### config.mk
export PLATFORM = sky130hd
export DESIGN_NAME = sprite_fetch_flat
export DESIGN_NICKNAME = d
export VERILOG_FILES = /design/src/rtl/sprite_pkg.sv /design/src/rtl/sprite_fetch_if.sv /design/src/rtl/sprite_fetch_anim_counter.sv /design/src/rtl/sprite_fetch.sv /design/src/flat_wrapper.sv
export SDC_FILE = /design/constraint.sdc
export NUM_CORES = 1
export LEC_CHECK = 0
export BUFFER_PORTS_ARGS = -buffer_cell sky130_fd_sc_hd__buf_4
export CORE_MARGIN = 4
export CORE_UTILIZATION = 42
export CTS_CLUSTER_SIZE = 8
export DETAILED_ROUTE_END_ITERATION = 10
export PLACE_DENSITY = 0.74
export RECOVER_POWER = 50
export SLEW_MARGIN = 20
export SYNTH_ARGS = -nofsm -noshare
export SYNTH_HDL_FRONTEND = slang
export SYNTH_SLANG_ARGS = --single-unit
### constraint.sdc
create_clock -name Clk -period 5.8 [get_ports Clk]
set_input_delay 1.74 -clock Clk [delete_from_list [all_inputs] [get_ports Clk]]
set_output_delay 1.74 -clock Clk [all_outputs]
set_load 0.005 [all_outputs]
### src/rtl/sprite_pkg.sv
`default_nettype none
// ============================================================================
// Module : sprite_pkg
// Brief  : Shared defaults and sizing helpers for the sprite fetch block.
//          SPRITE_W/H_DEFAULT : sprite dimensions in pixels
//          FRAMES_DEFAULT     : animation frames stored back-to-back in ROM
//          FRAME_DIV_DEFAULT  : video frames per animation step
//          TRANSPARENT_IDX    : palette index treated as "no pixel"
// Rev    : 1.0  initial release
// ============================================================================
package sprite_pkg;

  localparam int SPRITE_W_DEFAULT  = 64;
  localparam int SPRITE_H_DEFAULT  = 96;
  localparam int FRAMES_DEFAULT    = 4;
  localparam int FRAME_DIV_DEFAULT = 8;

  localparam logic [3:0] TRANSPARENT_IDX = 4'd0;

  // Width of the sprite ROM address for a given frame count and sprite size.
  function automatic int addr_w(input int frames, input int w, input int h);
    return $clog2(frames * w * h);
  endfunction

  // Counter width for a modulo-n counter; never below one bit.
  function automatic int cnt_w(input int n);
    return (n > 1) ? $clog2(n) : 1;
  endfunction

endpackage
`default_nettype wire

### src/rtl/sprite_fetch_if.sv
`default_nettype none
// ============================================================================
// Module : sprite_fetch_if
// Brief  : Raster, sprite-position and ROM signals of the sprite fetch block.
//          master : raster/position source plus the external sprite ROM
//                   (drives coordinates and rom_data, observes outputs)
//          slave  : sprite_fetch itself
// Rev    : 1.0  initial release
// ============================================================================
interface sprite_fetch_if
  import sprite_pkg::*;
#(
  parameter int ADDR_W = addr_w(FRAMES_DEFAULT, SPRITE_W_DEFAULT, SPRITE_H_DEFAULT)
) ();

  logic [9:0]        DrawX;
  logic [9:0]        DrawY;
  logic              frame_start;
  logic [9:0]        SpriteX;
  logic [9:0]        SpriteY;
  logic              facing_left;
  logic              anim_enable;
  logic [ADDR_W-1:0] rom_addr;
  logic [3:0]        rom_data;
  logic [3:0]        pal_index;
  logic              pixel_valid;

  modport master (
    output DrawX, DrawY, frame_start, SpriteX, SpriteY, facing_left,
           anim_enable, rom_data,
    input  rom_addr, pal_index, pixel_valid
  );

  modport slave (
    input  DrawX, DrawY, frame_start, SpriteX, SpriteY, facing_left,
           anim_enable, rom_data,
    output rom_addr, pal_index, pixel_valid
  );

endinterface
`default_nettype wire

### src/rtl/sprite_fetch_anim_counter.sv
`default_nettype none
// ============================================================================
// Module : anim_counter
// Brief  : Animation step divider and frame counter. Advances only on
//          frame_start, so the frame index is stable across a video frame.
//          clk, rst      : clock, synchronous active-high reset
//          frame_start   : one-cycle pulse per video frame
//          anim_enable   : 1 = count, 0 = hold divider and frame
//          anim_frame    : current animation frame, 0..FRAMES-1
// Rev    : 1.0  initial release
// ============================================================================
module anim_counter
  import sprite_pkg::*;
#(
  parameter int FRAMES    = FRAMES_DEFAULT,
  parameter int FRAME_DIV = FRAME_DIV_DEFAULT,
  parameter int FRAME_W   = cnt_w(FRAMES)
) (
  input  wire logic               clk,
  input  wire logic               rst,
  input  wire logic               frame_start,
  input  wire logic               anim_enable,
  output logic      [FRAME_W-1:0] anim_frame
);

  localparam int DIV_W = cnt_w(FRAME_DIV);
  localparam logic [DIV_W-1:0]   c_div_last   = DIV_W'(FRAME_DIV - 1);
  localparam logic [FRAME_W-1:0] c_frame_last = FRAME_W'(FRAMES - 1);

  logic [DIV_W-1:0]   r_div_cnt;
  logic [FRAME_W-1:0] r_frame;

  always_ff @(posedge clk) begin
    if (rst) begin
      r_div_cnt <= '0;
      r_frame   <= '0;
    end else if (frame_start && anim_enable) begin
      if (r_div_cnt == c_div_last) begin
        r_div_cnt <= '0;
        r_frame   <= (r_frame == c_frame_last) ? '0 : r_frame + 1'b1;
      end else begin
        r_div_cnt <= r_div_cnt + 1'b1;
      end
    end
  end

  assign anim_frame = r_frame;

endmodule
`default_nettype wire

### src/rtl/sprite_fetch.sv
`default_nettype none
// ============================================================================
// Module : sprite_fetch
// Brief  : Maps raster coordinates onto an external sprite ROM and returns a
//          palette index with an opacity flag, 3 cycles after the coordinates.
//          Clk, Reset : clock, synchronous active-high reset
//          bus.DrawX/DrawY      : raster coordinates (in)
//          bus.frame_start      : per-frame pulse, latches position/facing (in)
//          bus.SpriteX/SpriteY  : sprite top-left position (in)
//          bus.facing_left      : horizontal mirror (in)
//          bus.anim_enable      : animation advance enable (in)
//          bus.rom_addr         : registered ROM address (out)
//          bus.rom_data         : ROM palette index, one cycle after addr (in)
//          bus.pal_index        : palette index, 0 when not valid (out)
//          bus.pixel_valid      : opaque sprite pixel present (out)
// Rev    : 1.0  initial release
// ============================================================================
module sprite_fetch
  import sprite_pkg::*;
#(
  parameter int SPRITE_W  = SPRITE_W_DEFAULT,
  parameter int SPRITE_H  = SPRITE_H_DEFAULT,
  parameter int FRAMES    = FRAMES_DEFAULT,
  parameter int FRAME_DIV = FRAME_DIV_DEFAULT
) (
  input wire logic Clk,
  input wire logic Reset,
  sprite_fetch_if.slave bus
);

  localparam int ADDR_W  = addr_w(FRAMES, SPRITE_W, SPRITE_H);
  localparam int FRAME_W = cnt_w(FRAMES);

  localparam logic [10:0] c_w      = 11'(SPRITE_W);
  localparam logic [10:0] c_h      = 11'(SPRITE_H);
  localparam logic [10:0] c_w_last = 11'(SPRITE_W - 1);

  // Per-frame shadow copies: mid-frame changes on the bus are ignored.
  logic [9:0]        r_sx;
  logic [9:0]        r_sy;
  logic              r_face;
  logic [ADDR_W-1:0] r_addr;
  logic [2:0]        r_inb;    // in-bounds flag, one stage per pipeline cycle
  logic [3:0]        r_data;   // ROM data captured alongside r_inb[2]

  logic [FRAME_W-1:0] w_anim_frame;
  logic [10:0]        w_dx, w_dy, w_sx, w_sy;
  logic [10:0]        w_off_x, w_col, w_row;
  logic               w_in;
  logic [ADDR_W-1:0]  w_addr;
  logic               w_valid;

  anim_counter #(
    .FRAMES    (FRAMES),
    .FRAME_DIV (FRAME_DIV),
    .FRAME_W   (FRAME_W)
  ) u_anim (
    .clk         (Clk),
    .rst         (Reset),
    .frame_start (bus.frame_start),
    .anim_enable (bus.anim_enable),
    .anim_frame  (w_anim_frame)
  );

  // 11-bit compares so SpriteX+SPRITE_W past 1023 does not wrap to the left.
  always_comb begin
    w_dx    = {1'b0, bus.DrawX};
    w_dy    = {1'b0, bus.DrawY};
    w_sx    = {1'b0, r_sx};
    w_sy    = {1'b0, r_sy};
    w_in    = (w_dx >= w_sx) && (w_dx < w_sx + c_w) &&
              (w_dy >= w_sy) && (w_dy < w_sy + c_h);
    w_off_x = w_dx - w_sx;
    w_col   = r_face ? (c_w_last - w_off_x) : w_off_x;
    w_row   = w_dy - w_sy;
    w_addr  = ADDR_W'(w_anim_frame) * ADDR_W'(SPRITE_W * SPRITE_H)
            + ADDR_W'(w_row) * ADDR_W'(SPRITE_W)
            + ADDR_W'(w_col);
  end

  always_ff @(posedge Clk) begin
    if (Reset) begin
      r_sx   <= '0;
      r_sy   <= '0;
      r_face <= 1'b0;
      r_addr <= '0;
      r_inb  <= '0;
      r_data <= '0;
    end else begin
      if (bus.frame_start) begin
        r_sx   <= bus.SpriteX;
        r_sy   <= bus.SpriteY;
        r_face <= bus.facing_left;
      end
      // Out-of-bounds pixels leave the ROM address parked.
      if (w_in) begin
        r_addr <= w_addr;
      end
      r_inb  <= {r_inb[1:0], w_in};
      r_data <= bus.rom_data;
    end
  end

  assign w_valid         = r_inb[2] && (r_data != TRANSPARENT_IDX);
  assign bus.rom_addr    = r_addr;
  assign bus.pixel_valid = w_valid;
  assign bus.pal_index   = w_valid ? r_data : 4'd0;

endmodule
`default_nettype wire

### src/flat_wrapper.sv
// flat-port wrapper written by rule: the top's interface ports become plain ports
module sprite_fetch_flat import sprite_pkg::*;
#(
  parameter int SPRITE_W  = SPRITE_W_DEFAULT,
  parameter int SPRITE_H  = SPRITE_H_DEFAULT,
  parameter int FRAMES    = FRAMES_DEFAULT,
  parameter int FRAME_DIV = FRAME_DIV_DEFAULT
)
  (Clk, Reset, bus_DrawX, bus_DrawY, bus_frame_start, bus_SpriteX, bus_SpriteY, bus_facing_left, bus_anim_enable, bus_rom_data, bus_rom_addr, bus_pal_index, bus_pixel_valid);
  sprite_fetch_if bus_i ();
  input wire logic Clk;
  input wire logic Reset;
  input wire logic [$bits(bus_i.DrawX)-1:0] bus_DrawX;
  input wire logic [$bits(bus_i.DrawY)-1:0] bus_DrawY;
  input wire logic [$bits(bus_i.frame_start)-1:0] bus_frame_start;
  input wire logic [$bits(bus_i.SpriteX)-1:0] bus_SpriteX;
  input wire logic [$bits(bus_i.SpriteY)-1:0] bus_SpriteY;
  input wire logic [$bits(bus_i.facing_left)-1:0] bus_facing_left;
  input wire logic [$bits(bus_i.anim_enable)-1:0] bus_anim_enable;
  input wire logic [$bits(bus_i.rom_data)-1:0] bus_rom_data;
  output wire logic [$bits(bus_i.rom_addr)-1:0] bus_rom_addr;
  output wire logic [$bits(bus_i.pal_index)-1:0] bus_pal_index;
  output wire logic [$bits(bus_i.pixel_valid)-1:0] bus_pixel_valid;
  assign bus_i.DrawX = bus_DrawX;
  assign bus_i.DrawY = bus_DrawY;
  assign bus_i.frame_start = bus_frame_start;
  assign bus_i.SpriteX = bus_SpriteX;
  assign bus_i.SpriteY = bus_SpriteY;
  assign bus_i.facing_left = bus_facing_left;
  assign bus_i.anim_enable = bus_anim_enable;
  assign bus_i.rom_data = bus_rom_data;
  assign bus_rom_addr = bus_i.rom_addr;
  assign bus_pal_index = bus_i.pal_index;
  assign bus_pixel_valid = bus_i.pixel_valid;
  sprite_fetch #(.SPRITE_W(SPRITE_W), .SPRITE_H(SPRITE_H), .FRAMES(FRAMES), .FRAME_DIV(FRAME_DIV)) u_core (.Clk(Clk), .Reset(Reset), .bus(bus_i));
endmodule
==> flow_summary_export.csv, run 1 <==
group,metric,value,unit
clocking,root_buffer,"sky130_fd_sc_hd__clkbuf_8",
power,p_leak,1.89,nW
layout,antenna_cells_inserted,0,
min_path,worst_hold_path_type,"reg2reg",
synthesis,synth-seq-cells,48,
setup_path,worst-setup-path-type,"in2reg",
place,gp_congestion,0.816,
drt,drcViolationCount,0,
setup_path,timing.critical_path.slowest_stage_cell,"sky130_fd_sc_hd__fa_1",
layout,nNetsFinal,578,
die,die_area,10300,µm²
drt,detail_route.vias_per_cell,5.40,
die,starting_density,0.439,
drt,iteration_0_drc_markers,125,
synthesis,synthDistinctLibCells,60,
power,max-vdd-ir-drop,113,µV
synthesis,synth.top_cells.by_area,"sky130_fd_sc_hd__dfxtp_1 26%, sky130_fd_sc_hd__ha_1 15%, sky130_fd_sc_hd__mux2i_1 6.6%",
layout,fill_cells,775,
timing,timing_hold_violations_final,0,
setup_path,critical_path.startpoint_type,"input pin",
timing,post-route-min-period,5.10,ns
clocking,cts_tree,"yes",
timing,finalCritPeriodShare,0.879,
timing,timing.fmax,196,MHz
setup_path,cp.depth,20,
synthesis,count_of_synthesis_stage_warnings_from_yosys,0,
die,fp.dieW,101,µm
synthesis,synth_enable_flop_cells,0,
drt,routed_wirelength,8390,µm
layout,area_of_the_multi_input_gates,2470,µm²
grt,grt_antenna_before_repair,0,
synthesis,asyncSetResetFlopFracSynth,0,
timing,fin_worst_skew,0.00728,ns
status,failed_checks,"max-capacitance violations, max-slew violations",
synthesis,post_synth_inst_count,422,
clocking,post_cts_resized,0,
synthesis,yosys-top-cells-count,"48 x sky130_fd_sc_hd__dfxtp_1, 44 x sky130_fd_sc_hd__ha_1, 44 x sky130_fd_sc_hd__nor2_1",
setup_path,timing.critical_path.required,5.90,ns
grt,grtUsageTotal,0.163,
synthesis,synth_largest_area_cell,"sky130_fd_sc_hd__dfxtp_1",
drt,route.antenna.remaining_nets,0,
status,status,"complete, but fails checks",
die,die_h,101,µm
synthesis,synthMostInstantiatedCell,"sky130_fd_sc_hd__dfxtp_1",
synthesis,dominantRegCellSynth,"sky130_fd_sc_hd__dfxtp_1",
timing,worst_max_slew_pin_slew,2.17,ns
place,buffer_ports.inserted,68,
setup_path,timing.critical_path.cells,"buf_4 -> inv_1 -> ha_1 -> inv_1 -> fa_1 -> nand3_1 -> and2_1 -> nor3_1 -> a311o_1 -> inv_1 -> ha_1 -> nor2_1 -> xnor2_1 -> ha_1 -> nor2b_1 -> o31a_1 -> o21a_1 -> a311oi_2 -> xnor2_1 -> a211oi_1",
layout,area.growth.synth_to_final,18.7,%
setup_path,cp_data_arrival_time,5.19,ns
clocking,cts_buffer_depth,2,
power,design_power_total,1.03,mW
timing,timing.final.setup_violations,0,
setup_path,slowest_delay,0.39,ns
setup_path,endpoint_kind,"flop",
setup_path,crit_path_max_fanout,4,
clocking,cts_setup_buffers,0,
setup_path,timing.critical_path.buf_inv,4,
layout,design_area,4350,µm²
die,fp.coreArea,8340,µm²
drt,drt_pass_1_iters,5,
run,drv.max_cap_violation_count,1,
power,p_per_area,237,nW/µm²
timing,slew_headroom,-0.447,
synthesis,post_synth.cell_area_avg,8.68,µm²
grt,maximum_number_of_pins_on_one_net_before_global_route_repair,50,
clocking,clk-insertion-delay-late,0.31,ns
timing,rsz0062_at_grt,"false",
setup_path,reg2regPathDepth,18,
clocking,htree_num_levels,2,
clocking,cts.reportedPaths.clkPinSlew,0.10,ns
grt,grt_first_pass_wirelength,13900,µm
die,row_count,33,
synthesis,synthDominantCellAreaShare,0.262,
timing,fin_setup_tns,0,ns
grt,via_count_of_the_first_global_routing_pass,3042,
clocking,numClockSinks,48,
drt,num_vias,3173,
timing,timing.final.max_slew_violations,50,
setup_path,path_delay_family,"compound AO/OA/AOI/OAI gates",
synthesis,synth.yosys.seq_area_share,0.262,
synthesis,synth.cell_area,3660,µm²
clocking,number_of_buffers_created_by_cts,5,
min_path,min_delay_path_depth,1,
die,io_pins,69,
grt,globalRouteOverflowTotal,0,
clocking,hold_buffers,0,
place,dp_hpwl,6580,µm
layout,layout.area.seq,961,µm²
drt,avgRoutedWirePerCell,14.3,µm
synthesis,synth.net_count,518,
place,placement.cell_area,4210,µm²
layout,drive_gt1_frac,0.180,
layout by cell type, fill, tap and decap left out, drive strengths merged, types with 2 or more instances in the layout:
cell,count
inv,38
a21o,3
nor2,44
a31oi,7
o21ai,11
ha,44
a311oi,2
and4,2
xor2,7
a211oi,9
nor3,10
o211ai,3
clkbuf,10
nor2b,12
bufinv,2
buf,63
o21bai,3
o21a,8
fa,3
nand3b,2
a21oi,30
and2,5
mux2i,24
nand2,15
xnor2,24
o31ai,12
dfxtp,48
nand4,10
o31a,4
nand3,12
per-layer routing:
layer / vias to the layer above / GRT usage / part of all wire
met5: - / 0 / 0
met2: 84 / 0.275 / 0.46
met4: 0 / 0.0307 / 0.0083
li1: 1629 / - / -
met3: 4 / 0.0289 / 0.058
met1: 1456 / 0.220 / 0.47
area by class of cell:
type	count	area share
tap	105	0.0302
sequential	48	0.221
multi-input combinational	322	0.568
clock inverter	3	0.0158
inverter	37	0.0320
clock buffer	5	0.0158
timing repair buffer	68	0.117
flip-flops by register name, indices dropped and copies added, names as in the netlist:
register                  count
u_core.bus.rom_addr          15
u_core.r_sx                  10
u_core.r_sy                  10
u_core.r_data                 4
u_core.r_inb                  3
u_core.u_anim.r_div_cnt       3
u_core.u_anim.anim_frame      2
u_core.r_face                 1
through the flow:
stage / utilization / hold slack (ns) / instances / worst slack [ns]
2_1_floorplan: - / 0.414 / 422 / 0.842
3_3_place_gp: 0.505 / 0.418 / 580 / 0.564
3_5_place_dp: 0.505 / 0.435 / 580 / 0.461
4_1_cts: 0.521 / 0.457 / 588 / 0.748
5_1_grt: 0.521 / 0.472 / 588 / 0.458
6_report: 0.521 / 0.457 / 588 / 0.702
power by group:
part | internal [mW] | leakage (nW) | switching (mW)
clock | 0.174 | 0.0687 | 0.121
combinational | 0.174 | 1.43 | 0.203
sequential | 0.348 | 0.393 | 0.0134
total | 0.695 | 1.89 | 0.337
worst paths after layout:
check                                     start                 endpoint  slack (ns)
worst min register to register  u_core.r_inb[0]          u_core.r_inb[1]        0.46
worst max-delay path               bus_DrawX[0]  u_core.bus.rom_addr[14]        0.70
worst max register to register   u_core.r_sx[0]  u_core.bus.rom_addr[14]        1.94
worst min-delay path            u_core.r_inb[0]          u_core.r_inb[1]        0.46
cell families (layout without fill, tap and decap cells):
| kind of cell | Yosys count | in the layout | synth area share |
|---|---|---|---|
| AND/OR/NAND/NOR | 117 | 117 | 0.164 |
| AO/OA/AOI/OAI | 102 | 102 | 0.201 |
| buffers and inverters | 52 | 113 | 0.0629 |
| flip-flops | 48 | 48 | 0.262 |
| adder cells (fa/ha/maj) | 47 | 47 | 0.167 |
| XOR/XNOR | 31 | 31 | 0.0742 |
| multiplexers | 25 | 25 | 0.0687 |
No activity file was read; power rests on OpenSTA's default activity.
==> run 2, diff against run 1 <==
==> constraint.sdc (replaced) <==
create_clock -name Clk -period 5.8 [get_ports Clk]
set_input_delay 1.74 -clock Clk [delete_from_list [all_inputs] [get_ports Clk]]
set_output_delay 1.74 -clock Clk [all_outputs]
set_load 0.02 [all_outputs]
==> flow_summary_export.csv, run 2 (synthesis results as in run 1) <==
group,metric,value,unit
setup_path,timing.critical_path.slowest_stage_cell,"sky130_fd_sc_hd__fa_1",
timing,timing_hold_violations_final,0,
drt,met3_length,449,µm
place,buffer_ports.inserted,68,
grt,grtUsageTotal,0.163,
power,design_power_total,1.04,mW
clocking,cts_setup_buffers,0,
status,status,"complete, but fails checks",
die,die_h,101,µm
layout,fill_cells,775,
grt,via_count_of_the_first_global_routing_pass,3042,
clocking,hold_buffers,0,
setup_path,endpoint_kind,"flop",
timing,fin_setup_tns,0,ns
layout,drive_gt1_frac,0.176,
layout,area_of_the_multi_input_gates,2470,µm²
clocking,cts_buffer_depth,2,
place,dp_hpwl,6580,µm
setup_path,path_delay_family,"compound AO/OA/AOI/OAI gates",
clocking,clk-insertion-delay-late,0.30,ns
layout,design_area,4340,µm²
power,p_leak,1.88,nW
drt,routed_wirelength,8410,µm
die,fp.coreArea,8340,µm²
setup_path,reg2regPathDepth,18,
setup_path,worst-setup-path-type,"in2reg",
layout,largest_register_ff_count,15,
timing,rsz0062_at_grt,"false",
clocking,post_cts_resized,0,
drt,iteration_0_drc_markers,125,
run,drv.max_cap_violation_count,1,
clocking,cts_tree,"yes",
timing,timing.final.max_slew_violations,50,
setup_path,slowest_delay,0.39,ns
die,fp.dieW,101,µm
drt,route.antenna.remaining_nets,0,
timing,worst_max_slew_pin_slew,2.18,ns
timing,timing.fmax,196,MHz
place,gp_congestion,0.816,
timing,post-route-min-period,5.10,ns
layout,post_layout_nonfiller_instances,588,
drt,top_signal_layer_used,"met4",
timing,slew_headroom,-0.452,
drt,drcViolationCount,0,
min_path,min_delay_path_depth,1,
timing,fin_worst_skew,0.00652,ns
place,place_inst,580,
power,max-vdd-ir-drop,113,µV
grt,maximum_number_of_pins_on_one_net_before_global_route_repair,50,
setup_path,crit_path_max_fanout,4,
drt,detail_route.vias_per_cell,5.40,
status,failed_checks,"max-capacitance violations, max-slew violations",
setup_path,cp_data_arrival_time,5.20,ns
setup_path,r2r_slack,1.93,ns
setup_path,cp.depth,20,
clocking,numClockSinks,48,
layout,final_util,0.520,
die,die_area,10300,µm²
setup_path,timing.critical_path.required,5.90,ns
layout,area.growth.synth_to_final,18.5,%
layout,mostFrequentLayoutCell,"sky130_fd_sc_hd__buf_4",
clocking,root_buffer,"sky130_fd_sc_hd__clkbuf_8",
clocking,cts.reportedPaths.clkPinSlew,0.10,ns
min_path,worst_hold_path_type,"reg2reg",
die,io_pins,69,
clocking,htree_num_levels,2,
setup_path,timing.critical_path.cells,"buf_4 -> inv_1 -> ha_1 -> inv_1 -> fa_1 -> nand3_1 -> and2_1 -> nor3_1 -> a311o_1 -> inv_1 -> ha_1 -> nor2_1 -> xnor2_1 -> ha_1 -> nor2b_1 -> o31a_1 -> o21a_1 -> a311oi_2 -> xnor2_1 -> a211oi_1",
layout,nNetsFinal,578,
grt,grt_first_pass_wirelength,13900,µm
drt,avgRoutedWirePerCell,14.3,µm
layout,antenna_cells_inserted,0,
setup_path,critical_path.startpoint_type,"input pin",
drt,drt_pass_1_iters,5,
drt,m1WireLength,3980,µm
grt,grt_antenna_before_repair,0,
layout,layout.area.seq,961,µm²
drt,num_vias,3177,
timing,timing.final.setup_violations,0,
setup_path,timing.critical_path.buf_inv,4,
timing,finalCritPeriodShare,0.879,
clocking,number_of_buffers_created_by_cts,5,
power,p_per_area,240,nW/µm²
drt,met2RoutedLength,3910,µm
die,row_count,33,
grt,globalRouteOverflowTotal,0,
layout,most-common-layout-cells,"65 x sky130_fd_sc_hd__buf_4, 48 x sky130_fd_sc_hd__dfxtp_1, 44 x sky130_fd_sc_hd__nor2_1, 44 x sky130_fd_sc_hd__ha_1, 37 x sky130_fd_sc_hd__inv_1",
die,starting_density,0.439,
place,placement.cell_area,4210,µm²
[run 2: layout make-up]
cell class | count | area share
sequential | 48 | 0.222
timing repair buffer | 68 | 0.115
clock buffer | 5 | 0.0159
multi-input combinational | 322 | 0.569
tap | 105 | 0.0303
clock inverter | 3 | 0.0159
inverter | 37 | 0.0320
[run 2: stage by stage]
stage | hold slack (ns) | worst slack, ns
detailed placement | 0.435 | 0.461
global placement | 0.418 | 0.564
finish | 0.457 | 0.700
global route | 0.472 | 0.458
CTS | 0.457 | 0.748
floorplan | 0.414 | 0.842
[run 2: report_power, final]
part / internal, mW / leakage [nW] / switching, mW
Combinational: 0.174 / 1.42 / 0.211
Sequential: 0.348 / 0.393 / 0.0134
Clock: 0.174 / 0.0687 / 0.121
[run 2: per-layer routing]
layer  vias to the layer above  GRT usage
li1                       1629          -
met1                      1466      0.220
met2                        78      0.275
met3                         4     0.0289
met4                         0     0.0307
met5                         -          0
[run 2: path summary, 6_finish.rpt]
kind / from / endpoint
worst max register to register: u_core.r_sx[0] / u_core.bus.rom_addr[14]
worst min-delay path: u_core.r_inb[0] / u_core.r_inb[1]
worst max-delay path: bus_DrawX[0] / u_core.bus.rom_addr[14]
worst min register to register: u_core.r_inb[0] / u_core.r_inb[1]
